$ cat config.mk
export PLATFORM = sky130hd
export DESIGN_NAME = ir_rx_sequencer_flat
export DESIGN_NICKNAME = d
export VERILOG_FILES = /design/src/rtl/ir_pkg.sv /design/src/rtl/ir_rx_sequencer_if.sv /design/src/rtl/ir_frame_fifo.sv /design/src/rtl/ir_rx_sequencer.sv /design/src/flat_wrapper.sv
export SDC_FILE = /design/constraint.sdc
export NUM_CORES = 1
export LEC_CHECK = 0
export BUFFER_PORTS_ARGS = -buffer_cell sky130_fd_sc_hd__buf_2
export CORE_UTILIZATION = 49
export CTS_CLUSTER_DIAMETER = 50
export CTS_CLUSTER_SIZE = 12
export DETAILED_ROUTE_END_ITERATION = 7
export HOLD_SLACK_MARGIN = 0.08
export PLACE_DENSITY_LB_ADDON = 0.2
export SYNTH_ARGS = -nofsm -noshare
export SYNTH_HDL_FRONTEND = slang
export SYNTH_SLANG_ARGS = --single-unit
$ cat constraint.sdc
create_clock -name clk -period 3.1 [get_ports clk]
set_clock_uncertainty 0.15 [all_clocks]
set_input_delay 0.31 -clock clk [delete_from_list [all_inputs] [get_ports clk]]
set_output_delay 0.31 -clock clk [all_outputs]
set_load 0.05 [all_outputs]
$ cat src/rtl/ir_pkg.sv
// ir_pkg: shared state encoding, widths and default timing for the IR receive sequencer.
package ir_pkg;
  typedef enum logic [2:0] {ST_IDLE, ST_ARM, ST_LISTEN, ST_CAPTURE, ST_HOLDOFF} ir_state_e;
  localparam int IR_FRAME_W = 128;
  localparam int IR_LEN_W = 33;
  localparam int IR_OUT_LEN_W = 8;
  localparam int IR_ARM_CYC = 4;
  localparam int IR_HOLDOFF_CYC = 500000;
  localparam int IR_MIN_LEN = 8;
  function automatic logic [7:0] sat_inc(input logic [7:0] c);
    return (&c) ? c : c + 8'd1;
  endfunction
endpackage

$ cat src/rtl/ir_rx_sequencer_if.sv
// ir_rx_sequencer_if: receiver-side and consumer-side signals of the IR receive sequencer.
interface ir_rx_sequencer_if import ir_pkg::*; #(
  parameter int FRAME_W = IR_FRAME_W,
  parameter int LEN_W = IR_LEN_W
) ();
  logic rx_rst_n;
  logic rx_data_ready;
  logic [FRAME_W-1:0] rx_data;
  logic [LEN_W-1:0] rx_len;
  logic out_valid;
  logic out_ready;
  logic [FRAME_W-1:0] out_data;
  logic [IR_OUT_LEN_W-1:0] out_len;
  modport master (output rx_rst_n, out_valid, out_data, out_len,
                  input rx_data_ready, rx_data, rx_len, out_ready);
  modport slave (input rx_rst_n, out_valid, out_data, out_len,
                 output rx_data_ready, rx_data, rx_len, out_ready);
endinterface

$ cat src/rtl/ir_frame_fifo.sv
// ir_frame_fifo: 2-entry shift FIFO whose head register drives the output directly.
module ir_frame_fifo import ir_pkg::*; #(
  parameter int W = IR_FRAME_W + IR_OUT_LEN_W
) (
  input  logic clk,
  input  logic rst_n,
  input  logic push_i,
  input  logic pop_i,
  input  logic [W-1:0] din_i,
  output logic [W-1:0] dout_o,
  output logic full_o,
  output logic empty_o
);
  logic [W-1:0] head_q, head_d, tail_q, tail_d;
  logic [1:0] cnt_q, cnt_d;
  logic rd, wr;
  assign rd = pop_i && cnt_q != 2'd0;
  // a full FIFO still takes a push when the head leaves in the same cycle
  assign wr = push_i && (cnt_q != 2'd2 || rd);
  always_comb begin
    head_d = rd ? tail_q : head_q;
    tail_d = tail_q;
    cnt_d = cnt_q + {1'b0, wr} - {1'b0, rd};
    if (wr && cnt_d == 2'd1) head_d = din_i;
    if (wr && cnt_d == 2'd2) tail_d = din_i;
  end
  always_ff @(posedge clk or negedge rst_n)
    if (!rst_n) begin
      head_q <= '0;
      tail_q <= '0;
      cnt_q <= '0;
    end else begin
      head_q <= head_d;
      tail_q <= tail_d;
      cnt_q <= cnt_d;
    end
  assign dout_o = head_q;
  assign full_o = cnt_q == 2'd2;
  assign empty_o = cnt_q == 2'd0;
endmodule

$ cat src/rtl/ir_rx_sequencer.sv
// ir_rx_sequencer: re-arms the IR receiver after each frame, filters runts and queues frames for the host.
module ir_rx_sequencer import ir_pkg::*; #(
  parameter int FRAME_W = IR_FRAME_W,
  parameter int LEN_W = IR_LEN_W,
  parameter int ARM_CYC = IR_ARM_CYC,
  parameter int HOLDOFF_CYC = IR_HOLDOFF_CYC,
  parameter int MIN_LEN = IR_MIN_LEN
) (
  input  logic clk,
  input  logic rst_n,
  input  logic en,
  ir_rx_sequencer_if.master bus,
  output logic busy,
  output logic [7:0] drop_cnt,
  output logic [7:0] runt_cnt
);
  localparam int TW = $clog2((ARM_CYC > HOLDOFF_CYC ? ARM_CYC : HOLDOFF_CYC) + 1);
  localparam logic [TW-1:0] ARM_LD = TW'(ARM_CYC - 1);
  localparam logic [TW-1:0] HOLD_LD = TW'(HOLDOFF_CYC - 1);
  ir_state_e state_q, state_d;
  logic [TW-1:0] timer_q, timer_d;
  logic rx_rst_n_q, busy_q;
  logic [7:0] drop_q, runt_q, len_sat;
  logic [FRAME_W+7:0] fifo_dout;
  logic full, empty, capture, runt, push, pop;
  assign capture = en && state_q == ST_CAPTURE;
  assign runt = capture && bus.rx_len < LEN_W'(MIN_LEN);
  assign push = capture && !runt;
  assign pop = !empty && bus.out_ready;
  assign len_sat = (|bus.rx_len[LEN_W-1:8]) ? 8'hff : bus.rx_len[7:0];
  always_comb begin
    state_d = state_q;
    timer_d = timer_q;
    if (!en) begin
      state_d = ST_IDLE;
      timer_d = '0;
    end else
      case (state_q)
        ST_IDLE: begin
          state_d = ST_ARM;
          timer_d = ARM_LD;
        end
        ST_ARM: begin
          state_d = timer_q == '0 ? ST_LISTEN : ST_ARM;
          timer_d = timer_q == '0 ? timer_q : timer_q - TW'(1);
        end
        ST_LISTEN: state_d = bus.rx_data_ready ? ST_CAPTURE : ST_LISTEN;
        ST_CAPTURE: begin
          state_d = ST_HOLDOFF;
          timer_d = HOLD_LD;
        end
        ST_HOLDOFF: begin
          state_d = timer_q == '0 ? ST_ARM : ST_HOLDOFF;
          timer_d = timer_q == '0 ? ARM_LD : timer_q - TW'(1);
        end
        default: state_d = ST_IDLE;
      endcase
  end
  // outputs are registered from the next state so they line up with the state they describe
  always_ff @(posedge clk or negedge rst_n)
    if (!rst_n) begin
      state_q <= ST_IDLE;
      timer_q <= '0;
      rx_rst_n_q <= 1'b0;
      busy_q <= 1'b0;
      drop_q <= '0;
      runt_q <= '0;
    end else begin
      state_q <= state_d;
      timer_q <= timer_d;
      rx_rst_n_q <= state_d inside {ST_LISTEN, ST_CAPTURE};
      busy_q <= !(state_d inside {ST_IDLE, ST_LISTEN});
      if (runt) runt_q <= sat_inc(runt_q);
      if (push && full && !pop) drop_q <= sat_inc(drop_q);
    end
  ir_frame_fifo #(.W(FRAME_W + 8)) u_fifo (
    .clk(clk),
    .rst_n(rst_n),
    .push_i(push),
    .pop_i(pop),
    .din_i({len_sat, bus.rx_data}),
    .dout_o(fifo_dout),
    .full_o(full),
    .empty_o(empty)
  );
  assign bus.rx_rst_n = rx_rst_n_q;
  assign bus.out_valid = !empty;
  assign bus.out_len = fifo_dout[FRAME_W+7:FRAME_W];
  assign bus.out_data = fifo_dout[FRAME_W-1:0];
  assign busy = busy_q;
  assign drop_cnt = drop_q;
  assign runt_cnt = runt_q;
endmodule

$ cat src/flat_wrapper.sv
// flat-port wrapper written by rule: the top's interface ports become plain ports
module ir_rx_sequencer_flat import ir_pkg::*;
#(
  parameter int FRAME_W = IR_FRAME_W,
  parameter int LEN_W = IR_LEN_W,
  parameter int ARM_CYC = IR_ARM_CYC,
  parameter int HOLDOFF_CYC = IR_HOLDOFF_CYC,
  parameter int MIN_LEN = IR_MIN_LEN
)
  (clk, rst_n, en, busy, drop_cnt, runt_cnt, bus_rx_rst_n, bus_out_valid, bus_out_data, bus_out_len, bus_rx_data_ready, bus_rx_data, bus_rx_len, bus_out_ready);
  ir_rx_sequencer_if #(.FRAME_W(FRAME_W), .LEN_W(LEN_W)) bus_i ();
  input  logic clk;
  input  logic rst_n;
  input  logic en;
  output logic busy;
  output logic [7:0] drop_cnt;
  output logic [7:0] runt_cnt;
  output wire logic [$bits(bus_i.rx_rst_n)-1:0] bus_rx_rst_n;
  output wire logic [$bits(bus_i.out_valid)-1:0] bus_out_valid;
  output wire logic [$bits(bus_i.out_data)-1:0] bus_out_data;
  output wire logic [$bits(bus_i.out_len)-1:0] bus_out_len;
  input wire logic [$bits(bus_i.rx_data_ready)-1:0] bus_rx_data_ready;
  input wire logic [$bits(bus_i.rx_data)-1:0] bus_rx_data;
  input wire logic [$bits(bus_i.rx_len)-1:0] bus_rx_len;
  input wire logic [$bits(bus_i.out_ready)-1:0] bus_out_ready;
  assign bus_rx_rst_n = bus_i.rx_rst_n;
  assign bus_out_valid = bus_i.out_valid;
  assign bus_out_data = bus_i.out_data;
  assign bus_out_len = bus_i.out_len;
  assign bus_i.rx_data_ready = bus_rx_data_ready;
  assign bus_i.rx_data = bus_rx_data;
  assign bus_i.rx_len = bus_rx_len;
  assign bus_i.out_ready = bus_out_ready;
  ir_rx_sequencer #(.FRAME_W(FRAME_W), .LEN_W(LEN_W), .ARM_CYC(ARM_CYC), .HOLDOFF_CYC(HOLDOFF_CYC), .MIN_LEN(MIN_LEN)) u_core (.clk(clk), .rst_n(rst_n), .en(en), .bus(bus_i), .busy(busy), .drop_cnt(drop_cnt), .runt_cnt(runt_cnt));
endmodule
==> reports/metrics.yaml, run 1 <==
cts.sinks: 314
hp-class: "input port to register"
max_freq_mhz: 311
endpoint_kind: "register"
synth-xor-area-share_pct: 1.09
netlist_instances: 1299
switching_share_pct: 40.0
ios: 321
synth_fa_ha_area_share_pct: 0.502
power.density_nw_per_um2: 857
core_area_sq_um: 28900
insertedDiodeCount: 0
nFillCells: 1960
final_max_slew_viol_count: 0
synthSimpleGateAreaFrac_pct: 15.0
syn_area_per_cell_sq_um: 11.1
syn2layout_area_growth_pct: 43.5
p_switching_w: 0.00710
grt_use_total_pct: 25.8
antenna_found_initial: 0
worst_slack_ns: -0.115
yosys_warnings: 0
post_synth_num_cell_types: 60
cp.required_ns: 3.33
overflow: 0
worst-path-buf-inv: 7
violations: "negative setup slack"
stdcell_area_sq_um: 20700
dr.pass1.iters: 4
clock_path_buffers: 3
synth_top_family_by_area: "multiplexers"
dp_hpwl_mm: 23.3
clk_latency_ns: 0.51
ys.flop_type: "dfrtp_1"
syn_nets: 1470
start_util_pct: 50.1
crit_slowest_cell: "dfrtp_1"
die-area_sq_um: 30200
p_comb_share_pct: 43.0
yosysSeqAreaShare_pct: 54.4
slowest_delay_ns: 0.35
muxShareOfSynthArea_pct: 22.1
grt_pass1_wl_mm: 63.1
routed_wl_mm: 40.8
layout.area.seq_sq_um: 7860
worst_pin_slew_ns: 1.02
final_nets: 1985
multi_input_area_sq_um: 6760
route.detailed.drc: 0
seqPwrFrac_pct: 33.2
rows: 62
vdd_ir_drop_max_mv: 0.949
postPlaceCellArea_sq_um: 16900
antenna_left: 0
root_buffer: "clkbuf_16"
p_leak_nw: 11.3
critPathMaxFanout: 19
die_x_microns: 174
grt_max_degree: 86
crit_type: "register to register"
maxCapViolCount: 0
cp_cell_sequence: "inv_2, nor2_4, nand3_2, or3_1, ha_1, inv_1, ha_2, xor2_2, xnor2_2, buf_4, inv_2, nand4b_1, buf_6, buf_12, buf_12, mux2_2"
critPathLaunchType: "register"
synth_edf_count: 0
first_global_vias: 12200
tns_ns: -12.30
portBuffers: 320
synth-compound-area-share_pct: 3.63
cts_htree_levels: 2
via_per_inst: 5.27
status: "complete, but fails checks"
cts_tree: "yes"
cts_buffers: 37
ys_ff_latch: 314
cts.reportedPaths.clkPinSlew_ns: 0.06
gp_congestion: 0.813
via_count: 11700
layout-drive-gt1-share_pct: 40.8
arrival_ns: 3.45
power_frac_clock_pct: 23.8
finalHoldViolations: 0
async_flop_share_pct: 100
power.internal_w: 0.0107
rsz0062_at_grt: "yes"
drt_iter0_drc: 759
cpLargestDelayFamily: "buffers and inverters"
relSlewSlack_pct: 31.7
syn_area_sq_um: 14500
period_share_pct: 104
fin_crit_ns: 3.21
wire_per_inst_microns: 18.4
setup_viol: 214
die_h_microns: 174
[metal layers]
metal | GRT usage [%] | share of wire (%) | wire length [microns] | vias up
li1 | - | - | - | 5412
met1 | 33.4 | 42 | 17200 | 5839
met2 | 43.4 | 50 | 20300 | 364
met3 | 4.28 | 4.8 | 1970 | 78
met4 | 9.61 | 3.1 | 1270 | 0
met5 | 0 | 0 | 0 | -
[layout by cell type, fill, tap and decap left out, types with 5 or more instances in the layout]
cell	instances
a21oi_1	14
a22o_1	14
a2bb2oi_1	5
buf_12	28
buf_2	319
buf_4	34
buf_6	9
buf_8	8
clkbuf_16	50
dfrtp_1	314
dlygate4sd3_1	137
inv_1	21
mux2_1	5
mux2_2	71
mux2_4	182
mux2i_1	17
nand2_1	401
nand3_1	17
nand4_1	7
nor2_1	30
nor3_1	15
nor4_1	8
o21ai_0	9
xnor2_1	8
xor2_1	8
[final cells by class]
| type | instances | share of cell area (%) |
|---|---|---|
| Timing Repair Buffer | 549 | 21.0 |
| Clock inverter | 13 | 0.682 |
| Clock buffer | 45 | 5.01 |
| Sequential cell | 314 | 37.9 |
| Inverter | 24 | 0.447 |
| Multi-Input combinational cell | 888 | 32.6 |
| Tap cell | 384 | 2.32 |
[sequential cells by signal, summed over array words and instances (netlist names)]
| signal | count |
|---|---|
| u_core.u_fifo.tail_q | 136 |
| u_core.timer_q | 19 |
| u_core.bus.rx_rst_n | 1 |
| u_core.busy | 1 |
| u_core.u_fifo.cnt_q | 2 |
| u_core.runt_cnt | 8 |
| u_core.state_q | 3 |
| u_core.u_fifo.dout_o | 136 |
| u_core.drop_cnt | 8 |
[tightest hold or removal path, stage by stage]
cell     delay (ns)
buf_2          0.13
buf_4          0.11
nor2_1         0.04
mux2i_1        0.12
[Yosys cell counts, types with 2 or more instances]
| master | count | area share (%) |
|---|---|---|
| dfrtp_1 | 314 | 54 |
| o21ai_0 | 9 | 0.31 |
| mux2_1 | 32 | 2.5 |
| nand4_1 | 7 | 0.30 |
| a31oi_1 | 3 | 0.13 |
| xnor2_1 | 9 | 0.55 |
| xor2_1 | 9 | 0.55 |
| a22oi_1 | 2 | 0.10 |
| and3_1 | 4 | 0.17 |
| ha_1 | 5 | 0.43 |
| mux2_4 | 32 | 3.3 |
| nor3b_1 | 4 | 0.21 |
| nand3_1 | 18 | 0.62 |
| or4_1 | 2 | 0.10 |
| or2_2 | 3 | 0.13 |
| and4_1 | 2 | 0.12 |
| a21oi_1 | 14 | 0.48 |
| o2111ai_1 | 2 | 0.12 |
| mux2i_1 | 17 | 1.2 |
| inv_1 | 24 | 0.62 |
| a2bb2oi_1 | 5 | 0.30 |
| buf_1 | 6 | 0.16 |
| o31ai_1 | 3 | 0.16 |
| buf_2 | 20 | 0.69 |
| buf_6 | 11 | 0.86 |
| nor3_1 | 15 | 0.52 |
| clkbuf_1 | 35 | 0.91 |
| or3_1 | 3 | 0.13 |
| o221ai_1 | 4 | 0.24 |
| mux2_2 | 194 | 15 |
| and2_1 | 2 | 0.087 |
| nor2_1 | 31 | 0.80 |
| a21o_1 | 4 | 0.21 |
| nor2b_1 | 2 | 0.087 |
| nand2_1 | 403 | 10 |
| a22o_1 | 14 | 0.85 |
| nor4_1 | 12 | 0.52 |
[what timing repair did]
action                                 CTS  global route
setup endpoints to repair              255           272
hold buffers                           137             0
resized for setup                       80           127
endpoints found under the hold margin  341             0
cloned                                   5            13
buffers inserted                        10             8
[worst paths after layout]
path / startpoint / depth (start not counted) / endpoint / slack, ns
setup / recovery: u_core.state_q[0] / 16 / u_core.u_fifo.tail_q[36] / -0.11
hold reg to reg: u_core.drop_cnt[5] / 1 / u_core.drop_cnt[5] / 0.35
setup reg to reg: u_core.state_q[0] / 16 / u_core.u_fifo.tail_q[36] / -0.11
hold / removal: bus_rx_len[4] / 4 / u_core.u_fifo.tail_q[132] / 0.12
min in group asynchronous: rst_n / 2 / u_core.u_fifo.tail_q[115] / 0.24
max in group asynchronous: rst_n / 3 / u_core.u_fifo.tail_q[32] / 1.80
[kinds of logic (layout without fill, tap and decap cells)]
logic type      Yosys count  count (layout)
compound gates           71              71
simple gates            518             518
mux                     275             275
fa+ha+maj                 6               6
buf+inv                  97             631
flops                   314             314
xor+xnor                 18              18
[power by group through the flow]
stage | registers [W] | logic [W] | clock network [W]
floorplan | 0.00776 | 0.00311 | 0
global placement | 0.00585 | 0.00677 | 0
detailed placement | 0.00589 | 0.00687 | 0
CTS | 0.00585 | 0.00726 | 0.00430
global route | 0.00602 | 0.00816 | 0.00447
finish | 0.00589 | 0.00764 | 0.00423
[per-stage QoR]
stage               util (%)  std cells  total power, W  setup WS [ns]  hold WS, ns
finish                  71.9       2217          0.0178         -0.115        0.115
global route            71.9       2217          0.0186         -0.271        0.162
CTS                     69.2       2199          0.0174         -0.114       0.0889
detailed placement      58.5       1989          0.0128         -0.385        0.199
global placement        58.5       1989          0.0126         -0.360        0.204
floorplan                  -       1299          0.0109         -0.397       -0.136
Note: power is estimated with default switching activity, not from simulation.
==> run 2, diff against run 1 <==
--- a/config.mk
+++ b/config.mk
@@ -6,7 +6,9 @@
 export NUM_CORES = 1
 export LEC_CHECK = 0
 export BUFFER_PORTS_ARGS = -buffer_cell sky130_fd_sc_hd__buf_2
-export CORE_UTILIZATION = 49
+export CELL_PAD_IN_SITES_DETAIL_PLACEMENT = 0
+export CELL_PAD_IN_SITES_GLOBAL_PLACEMENT = 1
+export CORE_UTILIZATION = 40
 export CTS_CLUSTER_DIAMETER = 50
 export CTS_CLUSTER_SIZE = 12
 export DETAILED_ROUTE_END_ITERATION = 7
@@ -14,4 +16,5 @@
 export PLACE_DENSITY_LB_ADDON = 0.2
 export SYNTH_ARGS = -nofsm -noshare
 export SYNTH_HDL_FRONTEND = slang
+export SYNTH_HIERARCHICAL = 1
 export SYNTH_SLANG_ARGS = --single-unit
==> reports/metrics.yaml, run 2 <==
status: "complete, but fails checks"
violations: "design-rule violations, negative setup slack"
placed_cells: 1797  # -9.7%
portBuffers: 320  # unchanged
synth.area.top_cells: "dfrtp_1, mux2_2, mux2_4"
grt_pass1_wl_mm: 55.8  # -12%
setup_viol: 240  # +12%
period_share_pct: 104  # +0.12 points
netlist_instances: 1007  # -22%
syn_area_sq_um: 14600  # +0.90%
synth_commonest_cells: "mux2_2, dfrtp_1, mux2_4"
root_buffer: "clkbuf_16"
layout-drive-gt1-share_pct: 58.1  # +17 points
cts_buffers: 40  # +8.1%
met2WireLength_mm: 17.6  # -13%
gp_congestion: 0.790  # -2.8%
hp-start: "bus_rx_len[3]"
cp_cell_sequence: "and2b_1, and3_4, o21ai_4, inv_2, o21ai_2, ha_1, inv_1, ha_2, xnor3_2, buf_4, buf_4, o2111ai_4, buf_12, buf_12, mux2_2"
via_count: 10100  # -14%
layout_common_cells: "buf_2, dfrtp_1, mux2_2"
route.detailed.drc: 22  # +22
r2r_start: "u_core/state_q[2]"
yosys_warnings: 6  # +6
dr.pass1.iters: 7  # +3
async_flop_share_pct: 100  # unchanged
die-area_sq_um: 37200  # +23%
fin_cells: 2025  # -8.7%
syn2layout_area_growth_pct: 43.5  # about the same
syn_nets: 1179  # -20%
endpoint_kind: "register"
synth_top_area_cell: "dfrtp_1"
synth_edf_count: 0  # unchanged
stdcell_area_sq_um: 20900  # +0.91%
drt_iter0_drc: 340  # -55%
yosysSeqAreaShare_pct: 53.9  # -0.48 points
start_util_pct: 40.8  # -9.3 points
post_synth_num_cell_types: 66  # +10%
cts.reportedPaths.clkPinSlew_ns: 0.06  # about the same
die_h_microns: 193  # +11%
clock_path_buffers: 3  # unchanged
relSlewSlack_pct: 55.6  # +24 points
worst_pin_slew_ns: 0.666  # -0.359 ns
dp_hpwl_mm: 23.4  # +0.34%
via_per_inst: 4.98  # -5.5%
wl_met3_mm: 1.98  # +0.76%
crit_type: "register to register"
syn_area_per_cell_sq_um: 14.5  # +30%
crit_slowest_cell: "dfrtp_1"
hp-class: "input port to register"
fin_crit_ns: 3.22  # +0.00365 ns
antenna_found_initial: 0  # unchanged
routed.top_layer: "met4"
post-synth-top-count-cell: "mux2_2"
maxCapViolCount: 0  # unchanged
rsz0062_at_grt: "yes"
max_freq_mhz: 311  # -0.11%
vdd_ir_drop_max_mv: 0.625  # -34%
finalHoldViolations: 0  # unchanged
grt_use_total_pct: 18.9  # -6.8 points
grt_max_degree: 102  # +19%
utilization_pct: 58.5  # -13 points
worst_slack_ns: -0.118  # -0.00365 ns
clk_latency_ns: 0.52  # about the same
postPlaceCellArea_sq_um: 17200  # +1.6%
post-place-ws_ns: -0.396  # -0.0112 ns
rows: 69  # +11%
ys.flop_type: "dfrtp_1"
core_area_sq_um: 35700  # +24%
ys_ff_latch: 314  # unchanged
yosysTopAreaCellShare_pct: 53.9  # -0.48 points
layout_commonest_cell: "buf_2"
final_max_slew_viol_count: 0  # unchanged
insertedDiodeCount: 0  # unchanged
ios: 321  # unchanged
overflow: 0  # unchanged
wire_per_inst_microns: 18.5  # +0.55%
startpoint: "u_core/state_q[2]"
critPathLaunchType: "register"
critPathMaxFanout: 17  # -2
arrival_ns: 3.47  # +0.02 ns
die_x_microns: 193  # +11%
cts_tree: "yes"
antenna_left: 0  # unchanged
worst-path-buf-inv: 6  # -1
cts.sinks: 314  # unchanged
cpLargestDelayFamily: "buffers and inverters"
cts_htree_levels: 2  # unchanged
cp.required_ns: 3.35  # +0.02 ns
slowest_delay_ns: 0.39  # +0.04 ns
first_global_vias: 10600  # -13%
final_nets: 1712  # -14%
wl_met1_mm: 16.9  # -1.7%
power.density_nw_per_um2: 904  # +5.5%
p_leak_nw: 10.9  # -3.5%
tns_ns: -14.37  # -2.07 ns
routed_wl_mm: 37.4  # -8.2%
[run 2: cell count changes after synthesis, moves of 8 or more]
cell	before	now
mux2_4	32	40
mux2_1	32	1
nor2_1	31	18
mux2i_1	17	1
inv_1	24	15
mux2_2	194	369
clkbuf_1	35	10
buf_6	11	3
nand2_1	403	17
a22o_1	14	1
buf_4	1	14
[run 2: what timing repair did]
| action | in CTS | in global routing |
|---|---|---|
| pin swaps | 3 | 2 |
| hold endpoints to repair | 338 | 0 |
| hold buffers | 137 | 0 |
| endpoints found under the setup margin | 268 | 272 |
| cloned | 5 | 12 |
| setup buffers | 9 | 2 |
| gates resized for setup | 38 | 131 |
[run 2: logic make-up (layout without fill, tap and decap cells)]
group           count (synthesis)  in the layout  share of synthesized area (%)
compound gates                 60             60                           3.00
mux                           411            411                           32.8
buf+inv                        71            628                           3.03
fa+ha+maj                       6              6                          0.515
simple gates                  125            125                           5.53
xor+xnor                       20             20                           1.30
flops                         314            314                           53.9
[run 2: layout make-up]
class                           instances  area (sq um)
Tap cell                              461           577
Clock buffer                           49          1090
Inverter                               15          56.3
Multi-Input combinational cell        622          6790
Clock inverter                         17           193
Sequential cell                       314          7860
Fill cell                            2963         14800
Timing Repair Buffer                  547          4360
[run 2: per-layer routing]
layer	vias to the layer above	global-route usage, %
met1	5046	24.8
met2	244	31.3
met5	-	0
li1	4739	-
met4	0	6.01
met3	61	4.05
[run 2: worst min-delay path: stages]
cell and delay (ns):
buf_2 0.09, buf_4 0.10, or3_1 0.12, mux2_4 0.14
[run 2: path summary, 6_finish.rpt]
kind	end	slack [ns]	cells past startpoint
setup / recovery	u_core/u_fifo/dout_o[17]	-0.12	15
hold / removal	u_core/u_fifo/tail_q[131]	0.12	4
setup reg to reg	u_core/u_fifo/dout_o[17]	-0.12	15
hold reg to reg	u_core/timer_q[11]	0.34	1
max in group asynchronous	u_core/u_fifo/tail_q[50]	1.74	3
min in group asynchronous	u_core/u_fifo/tail_q[109]	0.20	2
[run 2: through the flow]
| stage | total power [W] | hold slack (ns) |
|---|---|---|
| floorplan | 0.0119 | -0.136 |
| global placement | 0.0138 | 0.182 |
| detailed placement | 0.0139 | 0.184 |
| CTS | 0.0187 | 0.0866 |
| global route | 0.0199 | 0.120 |
| finish | 0.0189 | 0.118 |
[run 2: report_power, final]
group | switching, W | internal (W) | total, W | leakage [nW]
Sequential | 0.000790 | 0.00547 | 0.00626 | 4.35
Clock | 0.00177 | 0.00275 | 0.00452 | 0.623
Combinational | 0.00477 | 0.00336 | 0.00813 | 5.89
Total | 0.00733 | 0.0116 | 0.0189 | 10.9
==> run 3, diff against run 2 <==
--- a/config.mk
+++ b/config.mk
@@ -14,6 +14,7 @@
 export DETAILED_ROUTE_END_ITERATION = 7
 export HOLD_SLACK_MARGIN = 0.08
 export PLACE_DENSITY_LB_ADDON = 0.2
+export SKIP_CTS_REPAIR_TIMING = 1
 export SYNTH_ARGS = -nofsm -noshare
 export SYNTH_HDL_FRONTEND = slang
 export SYNTH_HIERARCHICAL = 1
==> reports/metrics.yaml, run 3 (synthesis gave the netlist of run 2 again) <==
finalHoldViolations: 0  # unchanged
status: "complete, but fails checks"
cts_tree: "yes"
gr-max-usage-layer: "met2"
drt_iter0_drc: 287  # -16%
arrival_ns: 3.38  # -0.09 ns
vdd_ir_drop_max_mv: 0.625  # about the same
critPathLaunchType: "register"
rows: 69  # unchanged
final_max_slew_viol_count: 0  # unchanged
rsz0062_at_grt: "yes"
critPathMaxFanout: 8  # -9
layout_common_cells: "buf_2, dfrtp_1, mux2_2"
cts.reportedPaths.clkPinSlew_ns: 0.06  # about the same
clk_latency_ns: 0.52  # about the same
cts.sinks: 314  # unchanged
worst_slack_ns: -0.0300  # +0.0884 ns
final_nets: 1705  # -0.41%
layout-drive-gt1-share_pct: 58.1  # -0.060 points
core_area_sq_um: 35700  # unchanged
max_freq_mhz: 319  # +2.8%
cts_buffers: 40  # unchanged
setup_viol: 61  # -75%
antenna_left: 0  # unchanged
clock_path_buffers: 3  # unchanged
power_w: 0.0188  # -0.80%
dr.pass1.iters: 7  # unchanged
route.detailed.drc: 22  # unchanged
via_count: 10000  # -0.75%
antenna_found_initial: 0  # unchanged
p_leak_nw: 10.7  # -1.1%
routed_wl_mm: 37.1  # -0.82%
syn2layout_area_growth_pct: 41.9
dp_hpwl_mm: 23.4  # unchanged
start_util_pct: 40.8  # unchanged
crit_type: "register to register"
insertedDiodeCount: 0  # unchanged
hp-class: "input port to register"
maxCapViolCount: 0  # unchanged
layout_commonest_cell: "buf_2"
first_global_vias: 9823  # -7.3%
fin_crit_ns: 3.13  # -0.0884 ns
portBuffers: 320  # unchanged
root_buffer: "clkbuf_16"
grt_pass1_wl_mm: 52.7  # -5.6%
stdcell_area_sq_um: 20700  # -1.1%
grt_use_total_pct: 17.9  # -1.0 points
endpoint_kind: "register"
period_share_pct: 101  # -2.9 points
grt_use_met3_pct: 4.76  # +0.71 points
ios: 321  # unchanged
overflow: 0  # unchanged
wire_per_inst_microns: 18.4  # -0.48%
power.density_nw_per_um2: 906  # +0.31%
die-area_sq_um: 37200  # unchanged
die_x_microns: 193  # unchanged
postPlaceCellArea_sq_um: 17200  # unchanged
rrSetupSlack_ns: -0.03  # +0.09 ns
gp_congestion: 0.790  # unchanged
die_h_microns: 193  # unchanged
cts_htree_levels: 2  # unchanged
worst_pin_slew_ns: 0.704  # +0.0385 ns
globalRouteMet1Util_pct: 23.4  # -1.4 points
grt_max_degree: 102  # unchanged
met2_usage_pct: 28.9  # -2.4 points
relSlewSlack_pct: 53.0  # -2.6 points
via_per_inst: 4.96  # -0.41%
violations: "design-rule violations, negative setup slack"
cp.required_ns: 3.35  # about the same
nFillCells: 2989  # +0.88%
[run 3: cell count changes in the layout (fill, tap and decap cells not counted)]
cell / change
mux2_4: -33
buf_16: -6
buf_12: -1
buf_4: -4
buf_6: +3
mux2_2: +33
dlygate4sd3_1: -2
clkbuf_16: +5
buf_8: -2
[run 3: critical path, stage by stage, from the launching register on]
cell       delay, ns
dfrtp_1         0.38
and2b_1         0.21
and3_4          0.22
o21ai_4         0.07
inv_2           0.07
o21ai_2         0.05
ha_1            0.27
inv_1           0.06
ha_2            0.16
xnor3_2         0.28
a2111oi_4       0.21
buf_6           0.18
buf_12          0.18
clkbuf_16       0.17
mux2_2          0.33
[run 3: final cells by class]
type,instances,area [sq um],share of cell area (%)
Timing Repair Buffer,540,4250,20.6
Sequential cell,314,7860,38.0
Multi-Input combinational cell,622,6670,32.2
Clock buffer,49,1090,5.25
Tap cell,461,577,2.79
Inverter,15,56.3,0.272
Clock inverter,17,193,0.931
[run 3: layer usage]
layer / vias to the layer above / routed length, microns
li1: 4728 / -
met5: - / 0
met1: 4992 / 16700
met4: 0 / 808
met3: 54 / 1960
met2: 240 / 17700
[run 3: final timing paths]
kind	to	cells past startpoint	start
max	u_core/u_fifo/tail_q[29]	14	u_core/state_q[2]
min	u_core/busy	4	en
max reg2reg	u_core/u_fifo/tail_q[29]	14	u_core/state_q[2]
min reg2reg	u_core/timer_q[11]	1	u_core/timer_q[11]
max in group asynchronous	u_core/u_fifo/tail_q[40]	3	rst_n
min in group asynchronous	u_core/u_fifo/tail_q[109]	2	rst_n
[run 3: through the flow]
stage	cells	hold WS (ns)	TNS, ns	utilization (%)	setup slack [ns]
3_3_place_gp	1797	0.182	-61.91	48.0	-0.340
3_5_place_dp	1797	0.184	-72.74	48.0	-0.396
5_1_grt	2018	0.0946	-39.55	57.9	-0.200
2_1_floorplan	1007	-0.136	-10.10	-	-0.126
4_1_cts	1863	-0.386	-38.18	51.6	-0.268
6_report	2018	0.0771	-0.844	57.9	-0.0300
[run 3: power by group]
group,internal (W),switching (W)
Combinational,0.00325,0.00474
Clock,0.00275,0.00177
Sequential,0.00547,0.000779
